### config.mk
export PLATFORM = sky130hd
export DESIGN_NAME = pipe_hazard_ctrl
export DESIGN_NICKNAME = d
export VERILOG_FILES = /design/src/rtl/pipe_ctrl_pkg.sv /design/src/rtl/ctrl_stage_reg.sv /design/src/rtl/pipe_hazard_ctrl.sv
export SDC_FILE = /design/constraint.sdc
export NUM_CORES = 1
export LEC_CHECK = 0
export CAP_MARGIN = 10
export CORE_UTILIZATION = 40
export DETAILED_ROUTE_END_ITERATION = 8
export SYNTH_ARGS = -nofsm -noshare
export SYNTH_HDL_FRONTEND = slang
export SYNTH_SLANG_ARGS = --single-unit
### constraint.sdc
create_clock -name clk -period 3.45 [get_ports clk]
set_clock_uncertainty 0.15 [all_clocks]
set_input_delay 0.8625 -clock clk [delete_from_list [all_inputs] [get_ports clk]]
set_output_delay 0.8625 -clock clk [all_outputs]
set_load 0.02 [all_outputs]
### src/rtl/pipe_ctrl_pkg.sv
// rtl/pipe_ctrl_pkg.sv - shared types and forwarding compare for the pipeline hazard controller
package pipe_ctrl_pkg;

    typedef enum logic [1:0] {
        FWD_RF = 2'b00,
        FWD_W  = 2'b01,
        FWD_M  = 2'b10
    } fwd_sel_t;

    typedef enum logic {
        RUN = 1'b0,
        MUL = 1'b1
    } ctrl_state_t;

    localparam logic [3:0] REG_PC = 4'd15;

    typedef struct packed {
        logic [3:0] rd;
        logic       regwrite;
        logic       memtoreg;
        logic       pcsrc;
    } stage_info_t;

    // M wins over W; R15 reads always come from PCPlus8 via the register-file path.
    function automatic fwd_sel_t fwd_select(input logic [3:0] ra,
                                            input stage_info_t m,
                                            input stage_info_t w);
        fwd_sel_t sel;
        sel = FWD_RF;
        if (ra == REG_PC)
            sel = FWD_RF;
        else if (m.regwrite && (ra == m.rd))
            sel = FWD_M;
        else if (w.regwrite && (ra == w.rd))
            sel = FWD_W;
        return sel;
    endfunction

endpackage

### src/rtl/ctrl_stage_reg.sv
// rtl/ctrl_stage_reg.sv - one pipeline stage of tracked destination/control flags
module ctrl_stage_reg
    import pipe_ctrl_pkg::*;
(
    input  logic        clk,
    input  logic        rst_n,
    input  logic        en,
    input  logic        flush,
    input  stage_info_t d,
    output stage_info_t q
);

    always_ff @(posedge clk or negedge rst_n) begin
        if (!rst_n)
            q <= '0;
        else if (flush)
            q <= '0;
        else if (en)
            q <= d;
    end

endmodule

### src/rtl/pipe_hazard_ctrl.sv
// rtl/pipe_hazard_ctrl.sv - forwarding, load-use, PC-write and multiply sequencing for the 5-stage pipe
module pipe_hazard_ctrl
    import pipe_ctrl_pkg::*;
#(
    parameter int MUL_LAT = 3
)
(
    input  logic       clk,
    input  logic       reset,
    input  logic [3:0] RA1D,
    input  logic [3:0] RA2D,
    input  logic [3:0] RA3D,
    input  logic [3:0] RdD,
    input  logic       RegWriteD,
    input  logic       MemtoRegD,
    input  logic       PCSrcD,
    input  logic       MulStartD,
    input  logic       BranchTakenE,
    output logic       StallF,
    output logic       StallD,
    output logic       FlushD,
    output logic       FlushE,
    output logic [1:0] ForwardAE,
    output logic [1:0] ForwardBE,
    output logic [1:0] ForwardSE,
    output logic       MulDoneE
);

    localparam int CNT_W = $clog2(MUL_LAT);

    stage_info_t          info_d, info_e, info_m, info_w;
    logic [3:0]           ra1_e, ra2_e, ra3_e;
    ctrl_state_t          state, state_nxt;
    logic [CNT_W-1:0]     cnt, cnt_nxt;
    logic                 ldr_stall, pc_wr_pend;
    logic                 stall_f, stall_d, flush_d, flush_e, mul_done;
    logic                 in_run, e_flush;
    fwd_sel_t             fwd_a, fwd_b, fwd_s;
    logic                 unused_bits;

    assign info_d = '{rd: RdD, regwrite: RegWriteD, memtoreg: MemtoRegD, pcsrc: PCSrcD};
    assign in_run = (state == RUN);
    // While a multiply occupies E, the E register simply holds it.
    assign e_flush = flush_e | (stall_d & in_run);

    ctrl_stage_reg u_stage_e (
        .clk   (clk),
        .rst_n (reset),
        .en    (!stall_d),
        .flush (e_flush),
        .d     (info_d),
        .q     (info_e)
    );

    ctrl_stage_reg u_stage_m (
        .clk   (clk),
        .rst_n (reset),
        .en    (1'b1),
        .flush (!in_run),
        .d     (info_e),
        .q     (info_m)
    );

    ctrl_stage_reg u_stage_w (
        .clk   (clk),
        .rst_n (reset),
        .en    (1'b1),
        .flush (1'b0),
        .d     (info_m),
        .q     (info_w)
    );

    always_ff @(posedge clk or negedge reset) begin
        if (!reset) begin
            ra1_e <= '0;
            ra2_e <= '0;
            ra3_e <= '0;
        end else if (e_flush) begin
            ra1_e <= '0;
            ra2_e <= '0;
            ra3_e <= '0;
        end else if (!stall_d) begin
            ra1_e <= RA1D;
            ra2_e <= RA2D;
            ra3_e <= RA3D;
        end
    end

    always_ff @(posedge clk or negedge reset) begin
        if (!reset) begin
            state <= RUN;
            cnt   <= '0;
        end else begin
            state <= state_nxt;
            cnt   <= cnt_nxt;
        end
    end

    always_comb begin
        ldr_stall  = info_e.memtoreg & info_e.regwrite & !BranchTakenE &
                     ((info_e.rd == RA1D) | (info_e.rd == RA2D) | (info_e.rd == RA3D));
        pc_wr_pend = PCSrcD | info_e.pcsrc | info_m.pcsrc;
    end

    always_comb begin
        state_nxt = state;
        cnt_nxt   = cnt;
        stall_f   = 1'b0;
        stall_d   = 1'b0;
        flush_d   = 1'b0;
        flush_e   = 1'b0;
        mul_done  = 1'b0;
        case (state)
            RUN: begin
                stall_f = ldr_stall | pc_wr_pend;
                stall_d = ldr_stall;
                flush_d = pc_wr_pend | info_w.pcsrc | BranchTakenE;
                flush_e = ldr_stall | BranchTakenE;
                // A squashed or stalled multiply is not accepted yet.
                if (MulStartD && !stall_d && !flush_d) begin
                    state_nxt = MUL;
                    cnt_nxt   = CNT_W'(MUL_LAT - 2);
                end
            end
            MUL: begin
                stall_f = 1'b1;
                stall_d = 1'b1;
                if (cnt == '0) begin
                    mul_done  = 1'b1;
                    state_nxt = RUN;
                end else begin
                    cnt_nxt = cnt - 1'b1;
                end
            end
            default: state_nxt = RUN;
        endcase
    end

    always_comb begin
        fwd_a = fwd_select(ra1_e, info_m, info_w);
        fwd_b = fwd_select(ra2_e, info_m, info_w);
        fwd_s = fwd_select(ra3_e, info_m, info_w);
    end

    assign unused_bits = ^{info_m.memtoreg, info_w.memtoreg};

    assign StallF    = reset & stall_f;
    assign StallD    = reset & stall_d;
    assign FlushD    = reset & flush_d;
    assign FlushE    = reset & flush_e;
    assign MulDoneE  = reset & mul_done;
    assign ForwardAE = {2{reset}} & fwd_a;
    assign ForwardBE = {2{reset}} & fwd_b;
    assign ForwardSE = {2{reset}} & fwd_s;

endmodule

==> results of run 1 <==
-- cell type report --
class | instances | area, um^2 | share of cell area
Clock inverter | 2 | 12.51 | 0.005227
Sequential cell | 34 | 850.8 | 0.3555
Timing Repair Buffer | 42 | 402.9 | 0.1683
Multi-Input combinational cell | 127 | 930.9 | 0.3889
Inverter | 13 | 48.80 | 0.02039
Clock buffer | 6 | 82.58 | 0.03450
Tap cell | 52 | 65.06 | 0.02718
-- registers in the layout, indices dropped and copies added, names as in the netlist --
signal,flops
cnt,2
ra1_e,4
ra2_e,4
ra3_e,4
state,1
u_stage_e.q,7
u_stage_m.q,6
u_stage_w.q,6
-- synthesized netlist by cell type, drive strengths merged (2+ instances only) --
cell type | n | area [um^2]
clkbuf | 2 | 7.510
dfrtp | 34 | 850.8
a32o | 10 | 100.1
a31oi | 6 | 37.54
nor4 | 3 | 18.77
and3 | 5 | 31.28
nor2 | 11 | 41.29
xor2 | 10 | 87.58
o41ai | 8 | 122.6
nor3 | 4 | 20.02
nor2b | 6 | 37.54
inv | 13 | 48.80
xnor2 | 24 | 210.2
buf | 5 | 36.28
a21oi | 7 | 35.03
nand2 | 16 | 60.06
nand4 | 9 | 56.30
-- placed cells by master (no fill, tap or decap), types with 3 or more instances in the layout --
master / count
nor2_1: 11
inv_1: 13
nand4_1: 9
nor4_1: 3
dlymetal6s2s_1: 7
dfrtp_1: 34
buf_4: 12
a31oi_1: 6
a21oi_1: 7
clkbuf_8: 6
xnor2_1: 23
nor3_1: 4
nand2_1: 16
and3_1: 5
a32o_1: 10
xor2_1: 10
clkdlybuf4s50_1: 22
o41ai_2: 7
nor2b_1: 6
-- what timing repair did --
action	in CTS	in global routing
gates cloned	0	0
setup endpoints to repair	3	4
setup buffers	0	1
endpoints found under the hold margin	0	0
resized for setup	12	12
pin swaps	1	6
-- through the flow --
stage	instance area [um^2]	setup slack, ns	total power, uW	cells
after detailed placement	2273	-0.4416	1216	267
after CTS	2360	0.007302	1515	275
after floorplan	1867	0.5242	1028	181
after global routing	2394	-0.007290	1612	276
final	2394	0.07845	1504	276
after global placement	2273	-0.4522	1186	267
-- cell families after synthesis --
group | synth area share
simple gates | 0.1515
compound gates | 0.1770
xor+xnor | 0.1595
flops | 0.4558
buf+inv | 0.04960
fa+ha+maj | 0.006701
-- how the worst max path moves through the flow --
stage                   to  slack, ns  startpoint
floorplan           StallF       0.52     RA1D[2]
global placement    StallF      -0.45     RA1D[2]
detailed placement  StallD      -0.44     RA1D[2]
CTS                 StallD      0.007     RA1D[3]
global route        StallD     -0.007     RA3D[2]
finish              StallD       0.08     RA3D[2]
-- layer usage --
| metal | up-vias | GRT usage |
|---|---|---|
| met5 | - | 0 |
| met4 | 0 | 0.1000 |
| met3 | 11 | 0.03752 |
| met2 | 41 | 0.3270 |
| met1 | 739 | 0.2313 |
| li1 | 729 | - |
-- power by group through the flow --
stage | combinational (uW) | sequential, uW | clock (uW)
2_1_floorplan | 405 | 623 | 0
3_3_place_gp | 526 | 660 | 0
3_5_place_dp | 548 | 668 | 0
4_1_cts | 543 | 660 | 312
5_1_grt | 612 | 676 | 324
6_report | 541 | 662 | 302
-- worst reg2reg max path: stages, from the launching register on --
cell	delay [ns]
dfrtp_1	0.47
xnor2_1	0.19
nand4_1	0.19
a31o_2	0.30
buf_4	0.18
a32o_1	0.26
==> out/metrics.yaml, run 1 <==
run_status:
  status: "completed"
clocking:
  numClockSinks: 34
  hold_buffers: 0
  cts_root_buf: "clkbuf_8"
  numCtsBuffers: 5
  clkTransAtPathRegs_ns: 0.07
  clk_path_buf_depth: 2
  cts_tree: "done"
  clk_latency_ns: 0.28
  h-tree-depth: 2
route:
  wl_met3_um: 161
  drc: 0
  detail-route-antenna-nets: 0
  met1_length_um: 1915
  routedWlPerCell_um: 16.04
  wl_um: 4426
  vias: 1520
  drtPass1Iterations: 4
  vias_per_cell: 5.507
  top_layer_used: "met4"
  wl_met2_um: 2253
  drtIter0Drc: 51
final_layout:
  antenna-diode-count: 0
  syn_to_final_growth_pct: 28.22
  fill_cells: 397
  finalNetCount: 247
  post-route-util: 0.5422
  drive_gt1_frac: 0.1339
synthesis:
  synth_warnings: 0
  async_reset_ff_frac: 1.000
  netlist_instances: 181
  yosysSeqAreaShare: 0.4558
  synth_ff_type: "dfrtp_1"
  synth_cell_type_count: 28
  syn-num-nets: 205
  synth-seq-cells: 34
  avgSynthCellArea_um2: 10.31
  syn-cell-area_mm2: 0.001867
  synth-edff-count: 0
job:
  maxCapViolCount: 0
min_path:
  hp-start: "u_stage_m.q[0]"
  whs_path_depth: 0
  hp-class: "register to register"
  whs_endpoint: "u_stage_w.q[0]"
sta:
  worstMarginPinSlew_ns: 0.7345
  period_needed_ns: 3.372
  timing.setup.tns_ns: 0
  fmax_ghz: 0.2966
  fin_crit_sh: 0.9773
  hold_viol: 0
  slew-limit-headroom: 0.5085
  setup_violations: 0
  rsz0062_at_grt: "yes"
  holdWs_ns: 0.2400
  maxSlewViolCount: 0
pwr:
  comb_power_share: 0.360
  power_frac_seq: 0.440
  p_leak_uw: 0.001112
  p_per_area_mw_per_mm2: 628.6
  p_sw_uw: 559.0
  internal_power_uw: 945.4
  p_sw_frac: 0.3716
  p_clk_frac: 0.201
  vdd_drop_max_v: 0.0003127
grt:
  grt_max_degree: 25
  grt_first_pass_wirelength_um: 7389
  antenna_found_initial: 0
  grt_pass1_vias: 1616
  track_usage: 0.1933
  grt.overflow.total: 0
critical_path:
  worst_ep_required_time_ns: 2.44
  cp_top_family: "buffers and inverters"
  r2r_slack_ns: 1.61
  critPathSlowestCell: "clkdlybuf4s50_1"
  path_class: "primary input to primary output"
  reg2reg_depth: 5
  arrival_ns: 2.36
  critPathMaxStageDelay_ns: 0.52
  r2r-start: "u_stage_e.q[6]"
  timing.critical_path.cells: "clkdlybuf4s50_1 -> xnor2_1 -> nand4_1 -> a311o_1 -> a21oi_1 -> buf_4"
  worstPathMaxFanout: 3
  r2r_end: "ra2_e[0]"
  endpoint_kind: "primary output"
  cp_num_cells: 6
  cp-start-kind: "primary input"
  cp_num_buf_inv: 2
place:
  io_buffers: 33
  hpwl_um: 3398
  place.gp.congestion: 0.8103
floorplan:
  io_pins: 34
  die_w_um: 70.32
  dieArea_mm2: 0.004944
  initial_core_util: 0.4229
  core_mm2: 0.004414
  row_count: 24
  die_h_um: 70.32
Note: power is estimated with default switching activity, not from simulation.
==> run 2, diff against run 1 <==
--- a/config.mk
+++ b/config.mk
@@ -6,6 +6,7 @@
 export NUM_CORES = 1
 export LEC_CHECK = 0
 export CAP_MARGIN = 10
+export CORE_ASPECT_RATIO = 1.4
 export CORE_UTILIZATION = 40
 export DETAILED_ROUTE_END_ITERATION = 8
 export SYNTH_ARGS = -nofsm -noshare
==> out/metrics.yaml, run 2 (same netlist as run 1, synthesis figures left out) <==
final_layout:
  final_common_cell: "dfrtp_1"
  syn_to_final_growth_pct: 27.48
  stdcell_area_mm2: 0.002380  # -0.58%
  final_cell_mix: "dfrtp_1, xnor2_1, clkdlybuf4s50_1"
  largest-register: "u_stage_e.q"
  antenna-diode-count: 0  # unchanged
  top_regs: "u_stage_e.q (7), u_stage_m.q (6), u_stage_w.q (6)"
  largest_reg_flops: 7  # unchanged
  finalNetCount: 246  # -0.40%
  drive_gt1_frac: 0.1126  # -0.02132
  instances_no_fill: 284  # +2.9%
place:
  io_buffers: 33  # unchanged
  dpl_cell_area_mm2: 0.002291  # +0.77%
  hpwl_um: 3374  # -0.70%
  place.gp.congestion: 0.9003  # +11%
  dp_cells: 277  # +3.7%
route:
  routedWlPerCell_um: 15.31  # -4.5%
  vias: 1522  # +0.13%
  vias_per_cell: 5.359  # -2.7%
  drtIter0Drc: 45  # -12%
  wl_um: 4348  # -1.8%
  drc: 0  # unchanged
  drtPass1Iterations: 4  # unchanged
  detail-route-antenna-nets: 0  # unchanged
run_status:
  status: "completed"
critical_path:
  reg2reg_depth: 5  # unchanged
  cp-start-kind: "primary input"
  path_class: "primary input to primary output"
  r2r-start: "u_stage_e.q[4]"
  endpoint_kind: "primary output"
  r2r_slack_ns: 1.66  # +0.05 ns
  worst_ep_required_time_ns: 2.44  # about the same
  worstPathMaxFanout: 17  # +14
  r2r_end: "ra1_e[2]"
  arrival_ns: 2.33  # -0.03 ns
pwr:
  p_leak_uw: 0.001118  # +0.53%
  vdd_drop_max_v: 0.0004429  # +42%
  p_per_area_mw_per_mm2: 609.0  # -3.1%
grt:
  track_usage: 0.1977  # +0.004415
  grt.overflow.total: 0  # unchanged
  grt_pass1_vias: 1509  # -6.6%
  grt_first_pass_wirelength_um: 7272  # -1.6%
  grt_max_degree: 35  # +40%
  antenna_found_initial: 0  # unchanged
job:
  maxCapViolCount: 0  # unchanged
sta:
  slew-limit-headroom: 0.5590  # +0.05048
  hold_viol: 0  # unchanged
  timing.setup.tns_ns: 0  # unchanged
  setup_violations: 0  # unchanged
  fmax_ghz: 0.2993  # +0.91%
  period_needed_ns: 3.341  # -0.03043 ns
  maxSlewViolCount: 0  # unchanged
  worstMarginPinSlew_ns: 0.6591  # -0.07545 ns
  fin_crit_sh: 0.9684  # -0.008820
  rsz0062_at_grt: "no"
clocking:
  hold_buffers: 0  # unchanged
  h-tree-depth: 2  # unchanged
  numCtsBuffers: 5  # unchanged
  numClockSinks: 34  # unchanged
  post-cts-setup-buffers: 0  # unchanged
  clk_path_buf_depth: 2  # unchanged
  clkTransAtPathRegs_ns: 0.06  # about the same
  cts_tree: "done"
  cts_root_buf: "clkbuf_8"
  clk_latency_ns: 0.28  # about the same
floorplan:
  dieArea_mm2: 0.004948  # about the same
  core_mm2: 0.004499  # +1.9%
  die_w_um: 59.74  # -15%
  initial_core_util: 0.4149  # -0.007997
  die_h_um: 82.83  # +18%
  row_count: 29  # +21%
  io_pins: 34  # unchanged
min_path:
  hp-class: "register to register"
  hp-start: "u_stage_m.q[0]"
  whs_endpoint: "u_stage_w.q[0]"
  whs_path_depth: 0  # unchanged
[run 2: changes by cell type in the layout (fill, tap and decap cells not counted), moves of 2 or more]
cell / change
dlygate4sd2_1: +4
clkdlybuf4s50_1: -4
clkbuf_1: +2
buf_4: -3
[run 2: cell type report]
type / count / area (um^2)
fillers: 437 / 2120
multi-input cells: 127 / 927.1
flip-flops and latches: 34 / 850.8
repair buffers: 41 / 399.1
well taps: 62 / 77.57
clock buffers: 7 / 76.32
inverters: 13 / 48.80
[run 2: how the worst max path moves through the flow]
stage,start,to,slack (ns),depth (start not counted)
finish,reset,MulDoneE,0.11,4
global route,reset,ForwardAE[1],0.04,4
global placement,RA1D[3],StallF,-0.43,6
floorplan,RA1D[2],StallF,0.52,4
CTS,RA1D[1],StallD,0.001,6
detailed placement,RA1D[1],StallD,-0.44,6
[run 2: through the flow]
| step | utilization | setup slack (ns) | total power, uW | hold slack (ns) |
|---|---|---|---|---|
| 6_report | 0.5289 | 0.1089 | 1449 | 0.2424 |
| 4_1_cts | 0.5236 | 0.001227 | 1464 | 0.2459 |
| 5_1_grt | 0.5289 | 0.04139 | 1550 | 0.2748 |
| 3_5_place_dp | 0.5092 | -0.4421 | 1204 | 0.2227 |
| 2_1_floorplan | - | 0.5242 | 1028 | 0.2045 |
| 3_3_place_gp | 0.5092 | -0.4342 | 1187 | 0.2193 |
[run 2: layer usage]
layer | vias up | global-route usage | share of wire
met2 | 37 | 0.3354 | 0.53
li1 | 729 | - | -
met1 | 748 | 0.2416 | 0.41
met4 | 0 | 0.06765 | 0.017
met3 | 8 | 0.04050 | 0.039
met5 | - | 0 | 0
[run 2: report_power, final]
| group | total (uW) | internal (uW) | switching (uW) |
|---|---|---|---|
| logic | 519 | 265 | 254 |
| clock network | 265 | 139 | 126 |
| registers | 666 | 508 | 158 |
[run 2: critical path, cell delays in order]
cell             delay [ns]
clkdlybuf4s50_1        0.49
buf_6                  0.20
and3_1                 0.18
clkdlybuf4s50_1        0.60
[run 2: repair_timing]
item                                    4_1_cts  5_1_grt
pin swaps                                     0        4
endpoints found under the setup margin        7        4
resized for setup                            17       12
==> run 3, diff against run 2 <==
--- a/config.mk
+++ b/config.mk
@@ -9,6 +9,7 @@
 export CORE_ASPECT_RATIO = 1.4
 export CORE_UTILIZATION = 40
 export DETAILED_ROUTE_END_ITERATION = 8
+export GPL_ROUTABILITY_DRIVEN = 0
 export SYNTH_ARGS = -nofsm -noshare
 export SYNTH_HDL_FRONTEND = slang
 export SYNTH_SLANG_ARGS = --single-unit
==> out/metrics.yaml, run 3 (same netlist as run 1, synthesis figures left out) <==
run_status:
  status: "completed"
grt:
  track_usage: 0.1972  # -0.0005071
  grt.overflow.total: 0  # unchanged
  grt_max_degree: 35  # unchanged
  antenna_found_initial: 0  # unchanged
  grt_first_pass_wirelength_um: 7272  # unchanged
  grt_pass1_vias: 1519  # +0.66%
route:
  routedWlPerCell_um: 15.18  # -0.86%
  vias: 1510  # -0.79%
  drtPass1Iterations: 6  # +2
  wl_um: 4341  # -0.16%
  drtIter0Drc: 60  # +33%
  vias_per_cell: 5.280  # -1.5%
  drc: 0  # unchanged
  detail-route-antenna-nets: 0  # unchanged
critical_path:
  endpoint_kind: "primary output"
  cp_num_buf_inv: 2  # -1
  worstPathMaxFanout: 3  # -14
  cp_top_family: "buffers and inverters"
  path_class: "primary input to primary output"
  critPathSlowestCell: "clkdlybuf4s50_1"
  critPathMaxStageDelay_ns: 0.52  # -0.08 ns
  worst_ep_required_time_ns: 2.44  # about the same
  arrival_ns: 2.40  # +0.07 ns
  cp-start-kind: "primary input"
  timing.critical_path.cells: "clkdlybuf4s50_1 -> xnor2_1 -> nand4_1 -> a311o_1 -> a31oi_1 -> buf_2"
sta:
  worstMarginPinSlew_ns: 0.6687  # +0.009577 ns
  fmax_ghz: 0.2934  # -2.0%
  period_needed_ns: 3.409  # +0.06774 ns
  setup_violations: 0  # unchanged
  hold_viol: 0  # unchanged
  worst_slack_ns: 0.04114  # -0.06774 ns
  slew-limit-headroom: 0.5526  # -0.006409
  maxSlewViolCount: 0  # unchanged
  fin_crit_sh: 0.9881  # +0.01964
  rsz0062_at_grt: "yes"
pwr:
  vdd_drop_max_v: 0.0004683  # +5.7%
  p_per_area_mw_per_mm2: 620.5  # +1.9%
  p_leak_uw: 0.001121  # +0.27%
  finalPower_uw: 1486  # +2.5%
clocking:
  cts_tree: "done"
  h-tree-depth: 2  # unchanged
  numClockSinks: 34  # unchanged
  clk_path_buf_depth: 2  # unchanged
  post-cts-setup-buffers: 0  # unchanged
  clk_latency_ns: 0.28  # about the same
  clkTransAtPathRegs_ns: 0.06  # about the same
  numCtsBuffers: 5  # unchanged
  hold_buffers: 0  # unchanged
  cts_root_buf: "clkbuf_8"
final_layout:
  finalNetCount: 247  # +0.41%
  final_cell_mix: "dfrtp_1, xnor2_1, clkdlybuf4s50_1"
  drive_gt1_frac: 0.1250  # +0.01239
  syn_to_final_growth_pct: 28.28
  largest_reg_flops: 7  # unchanged
  final_common_cell: "dfrtp_1"
  top_regs: "u_stage_e.q (7), u_stage_m.q (6), u_stage_w.q (6)"
  largest-register: "u_stage_e.q"
  antenna-diode-count: 0  # unchanged
  fill_cells: 457  # +4.6%
floorplan:
  die_h_um: 82.83  # unchanged
  dieArea_mm2: 0.004948  # unchanged
  core_mm2: 0.004499  # unchanged
  initial_core_util: 0.4149  # unchanged
  die_w_um: 59.74  # unchanged
  io_pins: 34  # unchanged
  row_count: 29  # unchanged
job:
  maxCapViolCount: 0  # unchanged
place:
  hpwl_um: 3352  # -0.66%
  pre_cts_ws_ns: -0.4546  # -0.01255 ns
  io_buffers: 33  # unchanged
min_path:
  hp-class: "register to register"
## run 3: cell count changes in the layout (fill, tap and decap cells not counted)
cell             previous run  this run
dlygate4sd2_1               4         3
clkinvlp_4                  0         1
clkbuf_8                    5         6
a21oi_1                     6         7
buf_2                       1         2
dlymetal6s2s_1              8         7
clkinv_2                    0         1
clkdlybuf4s50_1            18        20
clkbuf_1                    2         0
buf_6                       1         0
buf_4                       9        10
a21oi_2                     1         0
## run 3: where the power goes
group | switching [uW] | leakage [uW] | internal, uW
registers | 158 | 0.000441 | 508
logic | 258 | 0.000633 | 265
clock network | 137 | 0.0000472 | 160
total | 553 | 0.00112 | 932
## run 3: final timing paths
kind	slack (ns)	start	to	depth (start not counted)
max in group asynchronous	2.03	reset	ra3_e[2]	3
min in group asynchronous	0.74	reset	u_stage_w.q[2]	2
min reg2reg	0.24	u_stage_m.q[0]	u_stage_w.q[0]	0
max	0.04	RA1D[1]	StallF	6
max reg2reg	1.63	u_stage_e.q[4]	ra3_e[2]	5
min	0.24	u_stage_m.q[0]	u_stage_w.q[0]	0
## run 3: worst register-to-register path, cell delays in order (launching register included)
cell	delay [ns]
dfrtp_1	0.46
xnor2_1	0.21
nand4_1	0.17
a31o_2	0.29
buf_4	0.18
a32o_1	0.25
## run 3: through the flow
stage / instances / setup TNS [ns] / hold WS (ns) / instance area (um^2) / utilization
floorplan: 181 / 0 / 0.2045 / 1867 / -
global route: 286 / -0.01743 / 0.2487 / 2395 / 0.5323
CTS: 286 / -0.02538 / 0.2387 / 2381 / 0.5292
detailed placement: 278 / -1.238 / 0.2241 / 2298 / 0.5108
finish: 286 / 0 / 0.2358 / 2395 / 0.5323
global placement: 278 / -1.136 / 0.2152 / 2298 / 0.5108
## run 3: cell type report
type | instances | area, um^2 | area share
flip-flops and latches | 34 | 850.8 | 0.3553
multi-input cells | 127 | 923.4 | 0.3856
well taps | 62 | 77.57 | 0.03239
inverters | 13 | 48.80 | 0.02038
clock buffers | 6 | 82.58 | 0.03448
repair buffers | 42 | 399.1 | 0.1667
clock inverters | 2 | 12.51 | 0.005225
## run 3: what timing repair did
item	4_1_cts	5_1_grt
pin swaps	1	4
setup endpoints to repair	6	4
resized for setup	15	9
## run 3: per-layer routing
metal	up-vias	track usage	wire length [um]
li1	728	-	-
met1	735	0.2379	1812
met2	38	0.3313	2257
met3	9	0.04206	164
met4	0	0.07822	106
met5	-	0	0
